**src/rtl/aes_multicycle_round_sequencer.sv**
```systemverilog
// Control sequencer for a multicycle AES-128 encryption datapath with a shared S-box bank.
// Issues load, per-round SubBytes slices and a combined ShiftRows/MixColumns/AddRoundKey step.
// Every output is a flop fed from the next-state decode, so no input reaches an output combinationally.
module aes_multicycle_round_sequencer #(
  parameter  int unsigned NUM_ROUNDS = 10,
  parameter  int unsigned SBOX_LANES = 4,
  parameter  int unsigned TRIG_ROUND = 1,
  localparam int unsigned Q          = 16 / SBOX_LANES,
  localparam int unsigned SLICE_W    = (Q > 1) ? $clog2(Q) : 1
) (
  input  logic               clk_i,
  input  logic               rst_ni,
  input  logic               start_i,
  input  logic               abort_i,
  output logic               ready_o,
  output logic               busy_o,
  output logic               load_o,
  output logic               sub_we_o,
  output logic [SLICE_W-1:0] slice_o,
  output logic               mix_o,
  output logic               mixcol_en_o,
  output logic [3:0]         rk_idx_o,
  output logic [3:0]         round_o,
  output logic               done_o,
  output logic               trig_o
);

  typedef enum logic [2:0] {
    ST_IDLE,
    ST_LOAD,
    ST_SUB,
    ST_MIX,
    ST_DONE
  } state_t;

  localparam logic [SLICE_W-1:0] SLICE_LAST = SLICE_W'(Q - 1);
  localparam logic [3:0]         ROUND_LAST = 4'(NUM_ROUNDS);
  localparam logic [3:0]         ROUND_TRIG = 4'(TRIG_ROUND);

  state_t               state_q, state_d;
  logic [3:0]           round_q, round_d;
  logic [SLICE_W-1:0]   slice_q, slice_d;

  logic                 ready_d, busy_d, load_d, sub_we_d, mix_d;
  logic                 mixcol_en_d, done_d, trig_d;
  logic [SLICE_W-1:0]   slice_out_d;
  logic [3:0]           rk_idx_d, round_out_d;
  logic                 in_round_d;

  // Next-state and counter update; abort overrides every transition.
  always_comb begin
    state_d = state_q;
    round_d = round_q;
    slice_d = slice_q;
    unique case (state_q)
      ST_IDLE: begin
        if (start_i) begin
          state_d = ST_LOAD;
          round_d = '0;
          slice_d = '0;
        end
      end
      ST_LOAD: begin
        state_d = ST_SUB;
        round_d = 4'd1;
        slice_d = '0;
      end
      ST_SUB: begin
        if (slice_q == SLICE_LAST) begin
          state_d = ST_MIX;
        end else begin
          slice_d = slice_q + SLICE_W'(1);
        end
      end
      ST_MIX: begin
        if (round_q == ROUND_LAST) begin
          state_d = ST_DONE;
        end else begin
          state_d = ST_SUB;
          round_d = round_q + 4'd1;
          slice_d = '0;
        end
      end
      ST_DONE: begin
        state_d = ST_IDLE;
        round_d = '0;
        slice_d = '0;
      end
      default: begin
        state_d = ST_IDLE;
        round_d = '0;
        slice_d = '0;
      end
    endcase
    if (abort_i) begin
      state_d = ST_IDLE;
      round_d = '0;
      slice_d = '0;
    end
  end

  // Moore decode of the upcoming state, captured into the output flops below.
  always_comb begin
    in_round_d  = (state_d == ST_SUB) || (state_d == ST_MIX);
    ready_d     = (state_d == ST_IDLE);
    busy_d      = (state_d == ST_LOAD) || in_round_d;
    load_d      = (state_d == ST_LOAD);
    sub_we_d    = (state_d == ST_SUB);
    slice_out_d = (state_d == ST_SUB) ? slice_d : '0;
    mix_d       = (state_d == ST_MIX);
    mixcol_en_d = (state_d == ST_MIX) && (round_d != ROUND_LAST);
    rk_idx_d    = in_round_d ? round_d : 4'd0;
    round_out_d = in_round_d ? round_d : 4'd0;
    done_d      = (state_d == ST_DONE);
    trig_d      = in_round_d && (round_d == ROUND_TRIG);
  end

  // State, counters and registered outputs.
  always_ff @(posedge clk_i or negedge rst_ni) begin
    if (!rst_ni) begin
      state_q     <= ST_IDLE;
      round_q     <= '0;
      slice_q     <= '0;
      ready_o     <= 1'b1;
      busy_o      <= 1'b0;
      load_o      <= 1'b0;
      sub_we_o    <= 1'b0;
      slice_o     <= '0;
      mix_o       <= 1'b0;
      mixcol_en_o <= 1'b0;
      rk_idx_o    <= '0;
      round_o     <= '0;
      done_o      <= 1'b0;
      trig_o      <= 1'b0;
    end else begin
      state_q     <= state_d;
      round_q     <= round_d;
      slice_q     <= slice_d;
      ready_o     <= ready_d;
      busy_o      <= busy_d;
      load_o      <= load_d;
      sub_we_o    <= sub_we_d;
      slice_o     <= slice_out_d;
      mix_o       <= mix_d;
      mixcol_en_o <= mixcol_en_d;
      rk_idx_o    <= rk_idx_d;
      round_o     <= round_out_d;
      done_o      <= done_d;
      trig_o      <= trig_d;
    end
  end

endmodule

```
**config.mk**
```make
export PLATFORM = sky130hd
export DESIGN_NAME = aes_multicycle_round_sequencer
export DESIGN_NICKNAME = d
export VERILOG_FILES = /design/src/rtl/aes_multicycle_round_sequencer.sv
export SDC_FILE = /design/constraint.sdc
export NUM_CORES = 1
export LEC_CHECK = 0
export ABC_AREA = 0
export BUFFER_PORTS_ARGS = -buffer_cell sky130_fd_sc_hd__buf_4
export CORE_ASPECT_RATIO = 0.7
export CORE_MARGIN = 5
export CORE_UTILIZATION = 50
export CTS_CLUSTER_DIAMETER = 40
export DETAILED_ROUTE_END_ITERATION = 10
export PLACE_DENSITY = 0.73
export SETUP_SLACK_MARGIN = 0.05
export SYNTH_ARGS = -nofsm -noshare
export SYNTH_HDL_FRONTEND = slang
export SYNTH_SLANG_ARGS = --single-unit
```
**constraint.sdc**
```tcl
create_clock -name clk_i -period 2.95 [get_ports clk_i]
set_input_delay 0.295 -clock clk_i [delete_from_list [all_inputs] [get_ports clk_i]]
set_output_delay 0.295 -clock clk_i [all_outputs]
set_load 0.02 [all_outputs]
```
==> results.txt, run 1 <==
Final hold violation count - 0
Delay-heaviest family, CP - compound AO/OA/AOI/OAI gates
Remaining DRCs - 0
Number of gates resized after cts - 0
Place WS - 0.939 ns
Mapped Avg Cell Area - 11.0 sq um
Pwr/cell area - 433 mW/mm^2
Yosys top cell area share - 49.9%
Vias in the first global route - 769
VDD IR max - 0.274 mV
Syn. warnings - 0
Antenna Nets Post-Route - 0
Area leader, netlist - dfrtp_1
Hold path cells - 2
Layout Cells excl Fill - 149
Data arrival, critical path - 2.32 ns
Core area - 0.00212 sq mm
First-pass GRT wire length - 3840 um
Top_reg_cell synth - dfrtp_1
Die height - 49.3 um
Clock sink total - 23
Worst Hold Class - in -> reg
Final HPWL DP - 1680 um
Mapped Cells - 100
Pre-antenna DRT Iters - 4
Flops & latches, synth - 23
Syn-to-layout area delta - 15.9%
Share of cells above drive strength 1 - 30.8%
Starting DRT DRC Count - 36
# IOs - 22
Starting Density - 52.1%
Placement Rows - 14
Synth Cell Area - 0.00110 sq mm
Syn_nets - 106
Sequential share of the synthesized area - 52.3%
Slew headroom - 43.4%
GRT Resource Usage Total - 15.6%
Tcrit/Tclk final - 69.9%
Largest net degree at the start of global routing - 24
Crit-path cells - inv_1 > ha_1 > nand3b_4 > o211ai_1 > o21ai_0 > nor2_1
Port Buffers - 21
CP endpoint kind - flip-flop
Worst Skew - 0.00578 ns
Final Worst Setup Slack - 0.887 ns
Clock latency on the worst-skew pair - 0.32 ns
Commonest non-fill, non-tap cells in the layout - dfrtp_1 (22), buf_4 (21), nor2_1 (11)
NumNets Final - 124
Number of synthesized flops with an enable pin - 0
H-tree level count - 1
Global route overflow - 0
Final-report max-slew violation count - 0
Initial antenna violation count - 0
Unrepaired setup endpoints after global routing - no
Critical path depth - 6
Worst path bufs/invs - 1
Max frequency - 485 MHz
CTS tree - done
Die ar. - 0.00326 sq mm
Avg Vias per Cell - 5.48
Crit-path max cell delay - 0.71 ns
Num CTS Buffers - 3
Startpoint Class - flip-flop
Setup TNS - 0 ns
Final setup viols - 0
Total Wirelength - 2240 um
CP max stage cell - o211ai_1
Vias - 817
Clock buffer depth - 2
Filler Cell Count - 167
MaxCap Viol Count - 0
Crit path required time - 3.20 ns
Status - finished, final reports clean
Reg2Reg Depth - 6
GP Congestion - 0.863
CP Class - reg -> reg
Diode count - 0
Post-synth cell types - 41
Finished Core Util - 60.3%
Clock Pin Slew Worst Setup and Hold Paths - 0.12 ns
Chip width - 66.2 um
Commonest non-fill, non-tap cell in the layout - dfrtp_1
Share of flip-flops with an asynchronous set or reset - 100%
Final min period - 2.06 ns
Placed Cells - 144
Worst slew pin tran - 0.845 ns
Leak pwr - 0.000643 uW
Top cells by area, synth - dfrtp_1 (50%), nor2_1 (3.7%), buf_4 (2.7%)
Routed len/inst - 15.0 um
Max FO, Critical Path - 11
Total power - 554 uW
Root buffer cell - clkbuf_4
[timing repair]
item / 4_1_cts / 5_1_grt
endpoints found under the hold margin: 22 / 0
buffers inserted: 0 / 0
hold buffers: 1 / 0
[flip-flops by register name, indices dropped and copies added (netlist names)]
| name | count |
|---|---|
| state_q | 3 |
| mixcol_en_o | 1 |
| slice_q | 2 |
| trig_o | 1 |
| round_o | 4 |
| mix_o | 1 |
| load_o | 1 |
| done_o | 1 |
| ready_o | 1 |
| busy_o | 1 |
| sub_we_o | 1 |
| slice_o | 2 |
| round_q | 4 |
[cell usage after synthesis, types with 2 or more instances]
| master | n |
|---|---|
| nand2_1 | 5 |
| a211o_1 | 2 |
| o21ai_0 | 2 |
| a311oi_1 | 2 |
| o211ai_1 | 2 |
| a21oi_1 | 3 |
| nor2_1 | 11 |
| buf_4 | 4 |
| nand4_1 | 2 |
| dfrtp_1 | 22 |
| buf_2 | 3 |
| inv_1 | 8 |
| nand3_1 | 2 |
| ha_1 | 2 |
| or2_2 | 2 |
| nor3_1 | 3 |
[worst reg2reg max path, delay by kind of cell (launching register included)]
family / cells / cell delay [ns]
simple gates: 2 / 0.27
buf+inv: 1 / 0.09
flops: 1 / 0.47
fa+ha+maj: 1 / 0.19
compound gates: 2 / 0.99
[cell type report]
cell class	instances	area (sq um)	share of cell area [%]
Clock buffer	3	22.5	1.76
Multi-Input combinational cell	60	437	34.1
Timing Repair Buffer	22	168	13.1
Tap cell	32	40.0	3.13
Sequential cell	23	577	45.1
Inverter	8	30.0	2.35
Clock inverter	1	5.00	0.391
[power by group]
part | leakage, uW | internal (uW) | switching [uW] | total, uW
clock | 0.0000177 | 50.8 | 91.6 | 142
sequential | 0.000313 | 326 | 9.08 | 335
combinational | 0.000313 | 28.3 | 47.6 | 75.9
[routing by layer]
layer	routed length (um)	vias up	GRT usage (%)
met5	0	-	0
li1	-	390	-
met2	999	26	22.6
met4	29	0	5.07
met1	1040	395	21.9
met3	166	6	4.84
[final timing paths]
kind | startpoint | end | slack [ns]
worst max-delay path | round_q[0] | ready_o | 0.89
worst min-delay path | abort_i | done_o | 0.16
worst max register to register | round_q[0] | ready_o | 0.89
worst min register to register | slice_q[1] | slice_o[1] | 0.60
max in group asynchronous | rst_ni | ready_o | 2.28
min in group asynchronous | rst_ni | round_q[0] | 0.39
[logic make-up after synthesis]
logic type,Yosys count,synth area share [%]
AOI/OAI and AO/OA,23,18.0
DFF,23,52.3
muxes,1,0.907
buffers and inverters,17,8.16
adders and majority gates,2,2.27
and+or+nand+nor,34,18.4
[through the flow]
stage	hold WS, ns	cell area (sq um)
floorplan	-0.000591	1100
global placement	0.196	1240
detailed placement	0.200	1240
CTS	0.149	1280
global route	0.141	1280
finish	0.162	1280
Note: power is estimated with default switching activity, not from simulation.
==> inputs of run 2 (changes only) <==
==> constraint.sdc (replaced) <==
create_clock -name clk_i -period 2.13 [get_ports clk_i]
set_input_delay 0.213 -clock clk_i [delete_from_list [all_inputs] [get_ports clk_i]]
set_output_delay 0.213 -clock clk_i [all_outputs]
set_load 0.02 [all_outputs]
==> results.txt, run 2 (synthesis results as in run 1) <==
GRT Resource Usage Total - 13.2% (-2.3 points)
Reg-to-Reg End - trig_o
Core area - 0.00212 sq mm (unchanged)
Remaining DRCs - 0 (unchanged)
Chip width - 66.2 um (unchanged)
Crit-path cells - inv_1 > ha_1 > nand3b_4 > mux2i_1 > a211o_1 > a2111oi_2
Max FO, Critical Path - 7 (-4)
H-tree level count - 1 (unchanged)
Biggest regs - round_o x4, round_q x4, state_q x3
Pwr/cell area - 599 mW/mm^2 (+38%)
CP max stage cell - dfrtp_1
Global route overflow - 0 (unchanged)
Num CTS Buffers - 3 (unchanged)
Worst R2R Start - round_q[0]
Final min period - 1.76 ns (-0.299 ns)
Die ar. - 0.00326 sq mm (unchanged)
Final-report max-slew violation count - 0 (unchanged)
Total Wirelength - 2070 um (-7.4%)
Pre-antenna DRT Iters - 4 (unchanged)
Largest net degree at the start of global routing - 24 (unchanged)
Diode count - 0 (unchanged)
Clock Pin Slew Worst Setup and Hold Paths - 0.12 ns (about the same)
Syn-to-layout area delta - 16.6%
VDD IR max - 0.426 mV (+55%)
MaxCap Viol Count - 0 (unchanged)
Leak pwr - 0.000648 uW (+0.68%)
Slew headroom - 66.8% (+23 points)
Area of the multi-input gates - 437 sq um (unchanged)
CTS tree - done
Startpoint Class - flip-flop
Placement Rows - 14 (unchanged)
Clock buffer depth - 2 (unchanged)
GP Congestion - 0.874 (+1.4%)
Data arrival, critical path - 1.98 ns (-0.34 ns)
Vias in the first global route - 698 (-9.2%)
Avg Vias per Cell - 5.25 (-4.2%)
CP Class - reg -> reg
Clock latency on the worst-skew pair - 0.31 ns (about the same)
Starting Density - 52.1% (unchanged)
Hold Startpoint - abort_i
Vias - 788 (-3.5%)
Unrepaired setup endpoints after global routing - no
Clock sink total - 23 (unchanged)
Final setup viols - 0 (unchanged)
Hold path cells - 2 (unchanged)
Register-to-register setup slack - 0.37 ns (-0.52 ns)
Filler Cell Count - 189 (+13%)
Setup TNS - 0 ns (unchanged)
Antenna Nets Post-Route - 0 (unchanged)
Starting DRT DRC Count - 22 (-39%)
Final hold violation count - 0 (unchanged)
Die height - 49.3 um (unchanged)
Sequential cell area - 577 sq um (unchanged)
CP endpoint kind - flip-flop
Root buffer cell - clkbuf_4
Share of cells above drive strength 1 - 31.4% (+0.59 points)
Reg2Reg Depth - 6 (unchanged)
Hold Path End - done_o
Port Buffers - 21 (unchanged)
First-pass GRT wire length - 3260 um (-15%)
Placed Cells - 145 (+0.69%)
Status - finished, final reports clean
Worst Hold Class - in -> reg
Layout Cells excl Fill - 150 (+0.67%)
Max frequency - 567 MHz (+17%)
Crit-path max cell delay - 0.48 ns (-0.23 ns)
Initial antenna violation count - 0 (unchanged)
NumNets Final - 125 (+0.81%)
Worst Skew - 0.00129 ns (-0.00449 ns)
Worst slew pin tran - 0.496 ns (-0.349 ns)
Final HPWL DP - 1530 um (-8.8%)
Routed len/inst - 13.8 um (-8.0%)
Commonest non-fill, non-tap cells in the layout - dfrtp_1 (22), buf_4 (22), nor2_1 (11)
Crit path required time - 2.35 ns (-0.85 ns)
Tcrit/Tclk final - 82.8% (+13 points)
Post-CTS setup repair buffer count - 0 (unchanged)
# IOs - 22 (unchanged)
run 2: changes by cell type in the layout (fill, tap and decap cells not counted), sizes merged:
| cell | delta |
|---|---|
| buf | +1 |
run 2: stage by stage:
step | utilization, % | hold slack (ns) | power, uW | setup WS (ns) | cell area (sq um)
detailed placement | 58.9 | 0.120 | 578 | 0.382 | 1250
CTS | 60.7 | 0.0713 | 777 | 0.347 | 1290
finish | 60.7 | 0.0749 | 771 | 0.365 | 1290
global placement | 58.9 | 0.115 | 577 | 0.413 | 1250
global route | 60.7 | 0.0784 | 811 | 0.174 | 1290
floorplan | - | -0.0826 | 536 | 0.511 | 1100
run 2: worst max path at each step:
stage,start,to,cells after the start
finish,round_q[0],trig_o,6
global route,round_q[0],trig_o,6
CTS,round_q[0],trig_o,6
detailed placement,round_q[0],trig_o,6
global placement,round_q[0],slice_o[1],6
floorplan,round_q[0],trig_o,6
run 2: worst max-delay path: cells and delay by family, from the launching register on:
kind / cells / cell delay, ns
compound gates: 2 / 0.65
flops: 1 / 0.48
fa+ha+maj: 1 / 0.19
mux: 1 / 0.14
simple gates: 1 / 0.13
buf+inv: 1 / 0.09
run 2: area by class of cell:
| cell class | count | area share (%) |
|---|---|---|
| Inverter | 8 | 2.33 |
| Sequential cell | 23 | 44.8 |
| Timing Repair Buffer | 23 | 13.6 |
| Clock buffer | 3 | 1.75 |
| Clock inverter | 1 | 0.389 |
| Tap cell | 32 | 3.11 |
| Multi-Input combinational cell | 60 | 33.9 |
run 2: repair_timing:
item | CTS | global route
endpoints found under the hold margin | 22 | 0
resized for setup | 0 | 0
hold buffers | 1 | 0
run 2: routing by layer:
layer,routed length [um],track usage [%],vias to the layer above
li1,-,-,388
met1,1010,19.3,374
met2,912,18.9,24
met3,137,4.84,2
met4,8,2.03,0
met5,0,0,-
run 2: report_power, final:
group | internal, uW | switching, uW | leakage [uW]
Clock | 70.3 | 130 | 0.0000177
Combinational | 40.6 | 65.6 | 0.000317
Sequential | 452 | 12.2 | 0.000313
Total | 563 | 208 | 0.000648
==> inputs of run 3 (changes only) <==
--- a/config.mk
+++ b/config.mk
@@ -5,7 +5,7 @@
 export SDC_FILE = /design/constraint.sdc
 export NUM_CORES = 1
 export LEC_CHECK = 0
-export ABC_AREA = 0
+export ABC_AREA = 1
 export BUFFER_PORTS_ARGS = -buffer_cell sky130_fd_sc_hd__buf_4
 export CORE_ASPECT_RATIO = 0.7
 export CORE_MARGIN = 5
==> constraint.sdc (replaced) <==
create_clock -name clk_i -period 1.8 [get_ports clk_i]
set_input_delay 0.18 -clock clk_i [delete_from_list [all_inputs] [get_ports clk_i]]
set_output_delay 0.18 -clock clk_i [all_outputs]
set_load 0.02 [all_outputs]
==> results.txt, run 3 <==
Status - finished, final reports clean
Tcrit/Tclk final - 86.3% (+3.4 points)
CTS tree - done
Vias - 794 (+0.76%)
Remaining DRCs - 0 (unchanged)
Mapped Cells - 123 (+23%)
Pre-antenna DRT Iters - 4 (unchanged)
Switching share of power - 26.6% (-0.43 points)
Clock sink total - 23 (unchanged)
Worst Hold Class - in -> reg
Yosys top cell area share - 51.6% (+1.8 points)
Startpoint Class - flip-flop
Syn-to-layout area delta - 18.4%
Combinational Power Share - 14.8% (+1.0 points)
CP Class - reg -> reg
Unrepaired setup endpoints after global routing - no
Area leader, netlist - dfrtp_1
Core area - 0.00208 sq mm (-1.7%)
Int Pwr - 668 uW (+19%)
Starting DRT DRC Count - 11 (-50%)
Sequential share of the synthesized area - 54.1% (+1.8 points)
Final min period - 1.55 ns (-0.212 ns)
Biggest regs - round_o x4, round_q x4, state_q x3
Routed len/inst - 11.3 um (-18%)
Max FO, Critical Path - 7 (unchanged)
Share of flip-flops with an asynchronous set or reset - 100% (unchanged)
GP Congestion - 0.852 (-2.5%)
Count leader, synth - nand2_1
GRT Resource Usage Total - 13.1% (-0.15 points)
Crit path required time - 2.04 ns (-0.31 ns)
Clock latency on the worst-skew pair - 0.30 ns (about the same)
Filler Cell Count - 171 (-9.5%)
Post-synth cell types - 20 (-51%)
Final HPWL DP - 1510 um (-0.95%)
Port Buffers - 21 (unchanged)
Antenna Nets Post-Route - 0 (unchanged)
Num CTS Buffers - 3 (unchanged)
CP max stage cell - dfrtp_2
Final-report max-slew violation count - 0 (unchanged)
Data arrival, critical path - 1.80 ns (-0.18 ns)
Avg Vias per Cell - 4.70 (-11%)
Leak pwr - 0.000729 uW (+13%)
Commonest non-fill, non-tap cell in the layout - nand2_1
Number of synthesized flops with an enable pin - 0 (unchanged)
First-pass GRT wire length - 3270 um (+0.21%)
Total Wirelength - 1900 um (-8.0%)
Total power - 910 uW (+18%)
Root buffer cell - clkbuf_4
Chip width - 65.2 um (-1.5%)
Commonest non-fill, non-tap cells in the layout - nand2_1 (27), dfrtp_1 (21), buf_4 (21)
Largest net degree at the start of global routing - 24 (unchanged)
Clock Pin Slew Worst Setup and Hold Paths - 0.11 ns (about the same)
Worst path bufs/invs - 2 (+1)
Flops & latches, synth - 23 (unchanged)
NumNets Final - 152 (+22%)
Top_reg_cell synth - dfrtp_1
H-tree level count - 1 (unchanged)
VDD IR max - 0.409 mV (-3.8%)
Syn. warnings - 0 (unchanged)
Delay-heaviest family, CP - simple AND/OR/NAND/NOR gates
Worst Skew - 0.000854 ns (-0.000435 ns)
Slew headroom - 79.1% (+12 points)
CP endpoint kind - flip-flop
Final setup viols - 0 (unchanged)
Crit-path cells - inv_1 > ha_1 > nand2_1 > nor2_1 > nand2_2 > o21ai_2 > inv_1 > o21ai_0 > nand2_1 > nor2_1
Mapped Avg Cell Area - 8.67 sq um (-21%)
MaxCap Viol Count - 0 (unchanged)
# IOs - 22 (unchanged)
Die height - 48.6 um (-1.4%)
Final hold violation count - 0 (unchanged)
Starting Density - 51.1% (-0.93 points)
Global route overflow - 0 (unchanged)
Max frequency - 644 MHz (+14%)
Flop pwr share - 60.6% (+0.4 points)
Placement Rows - 14 (unchanged)
Crit-path max cell delay - 0.46 ns (-0.02 ns)
Top cells by area, synth - dfrtp_1 (52%), nand2_1 (9.5%), inv_1 (7.0%)
Clock buffer depth - 2 (unchanged)
Setup TNS - 0 ns (unchanged)
Synth Cell Area - 0.00107 sq mm (-3.4%)
Syn_nets - 129 (+22%)
Post-CTS setup repair buffer count - 0 (unchanged)
Initial antenna violation count - 0 (unchanged)
Vias in the first global route - 777 (+11%)
Clock power share - 24.6% (-1.4 points)
Die ar. - 0.00317 sq mm (-2.8%)
Worst slew pin tran - 0.313 ns (-0.183 ns)
Synth cell count leaders - nand2_1 (27), dfrtp_1 (22), inv_1 (20)
Share of cells above drive strength 1 - 28.3% (-3.1 points)
Diode count - 0 (unchanged)
Pwr/cell area - 721 mW/mm^2 (+20%)
Switch Pwr - 242 uW (+16%)
-- run 3: changes by cell type after synthesis, moves of 3 or more --
cell     previous run  this run
buf_2               3         0
inv_1               8        20
nand2_1             5        27
nand2_2             0         5
nand3_1             2         7
nor2_1             11        18
nor3_1              3         0
-- run 3: worst paths after layout --
| kind | start | to | slack (ns) | cells after the start |
|---|---|---|---|---|
| setup / recovery | round_q[0] | slice_o[0] | 0.25 | 10 |
| hold / removal | abort_i | done_o | 0.04 | 2 |
| setup reg to reg | round_q[0] | slice_o[0] | 0.25 | 10 |
| hold reg to reg | slice_q[0] | sub_we_o | 0.67 | 3 |
| max in group asynchronous | rst_ni | ready_o | 1.24 | 2 |
| min in group asynchronous | rst_ni | mix_o | 0.29 | 2 |
-- run 3: metrics by stage --
stage | instance area (sq um) | hold WS, ns | setup WS [ns] | utilization, % | instances
after global routing | 1260 | 0.0371 | 0.0711 | 60.6 | 169
after global placement | 1220 | 0.0779 | 0.314 | 58.7 | 164
after detailed placement | 1220 | 0.0848 | 0.255 | 58.7 | 164
after floorplan | 1070 | -0.116 | 0.396 | - | 123
after CTS | 1260 | 0.0356 | 0.224 | 60.5 | 169
final | 1260 | 0.0425 | 0.247 | 60.6 | 169
-- run 3: cell type report --
class | instances | area, sq um | area share, %
Clock buffer | 3 | 22.5 | 1.78
Sequential cell | 23 | 578 | 45.8
Multi-Input combinational cell | 74 | 377 | 29.8
Inverter | 22 | 82.6 | 6.54
Clock inverter | 1 | 5.00 | 0.396
Tap cell | 24 | 30.0 | 2.38
Timing Repair Buffer | 22 | 168 | 13.3
-- run 3: layer usage --
metal	wire, um	up-vias	global-route usage (%)	share of wire (%)
li1	-	413	-	-
met1	897	359	16.9	47
met2	869	20	21.3	46
met3	125	2	5.32	6.6
met4	11	0	1.03	0.58
met5	0	-	0	0
-- run 3: power groups by stage --
stage	clock, uW	combinational [uW]	sequential [uW]
4_1_cts	235	136	551
2_1_floorplan	0	65.7	577
5_1_grt	262	150	554
6_report	224	135	551
3_5_place_dp	0	134	560
3_3_place_gp	0	132	560
-- run 3: kinds of logic after synthesis --
logic type,Yosys count,synth area share (%)
fa+ha+maj,2,2.35
flops,23,54.1
simple gates,62,25.9
buf+inv,26,10.6
compound gates,10,7.04
-- run 3: timing repair --
item / CTS / global route
hold buffers: 1 / 0
endpoints found under the hold margin: 22 / 0
gates resized for setup: 0 / 1
endpoints found under the setup margin: 0 / 1
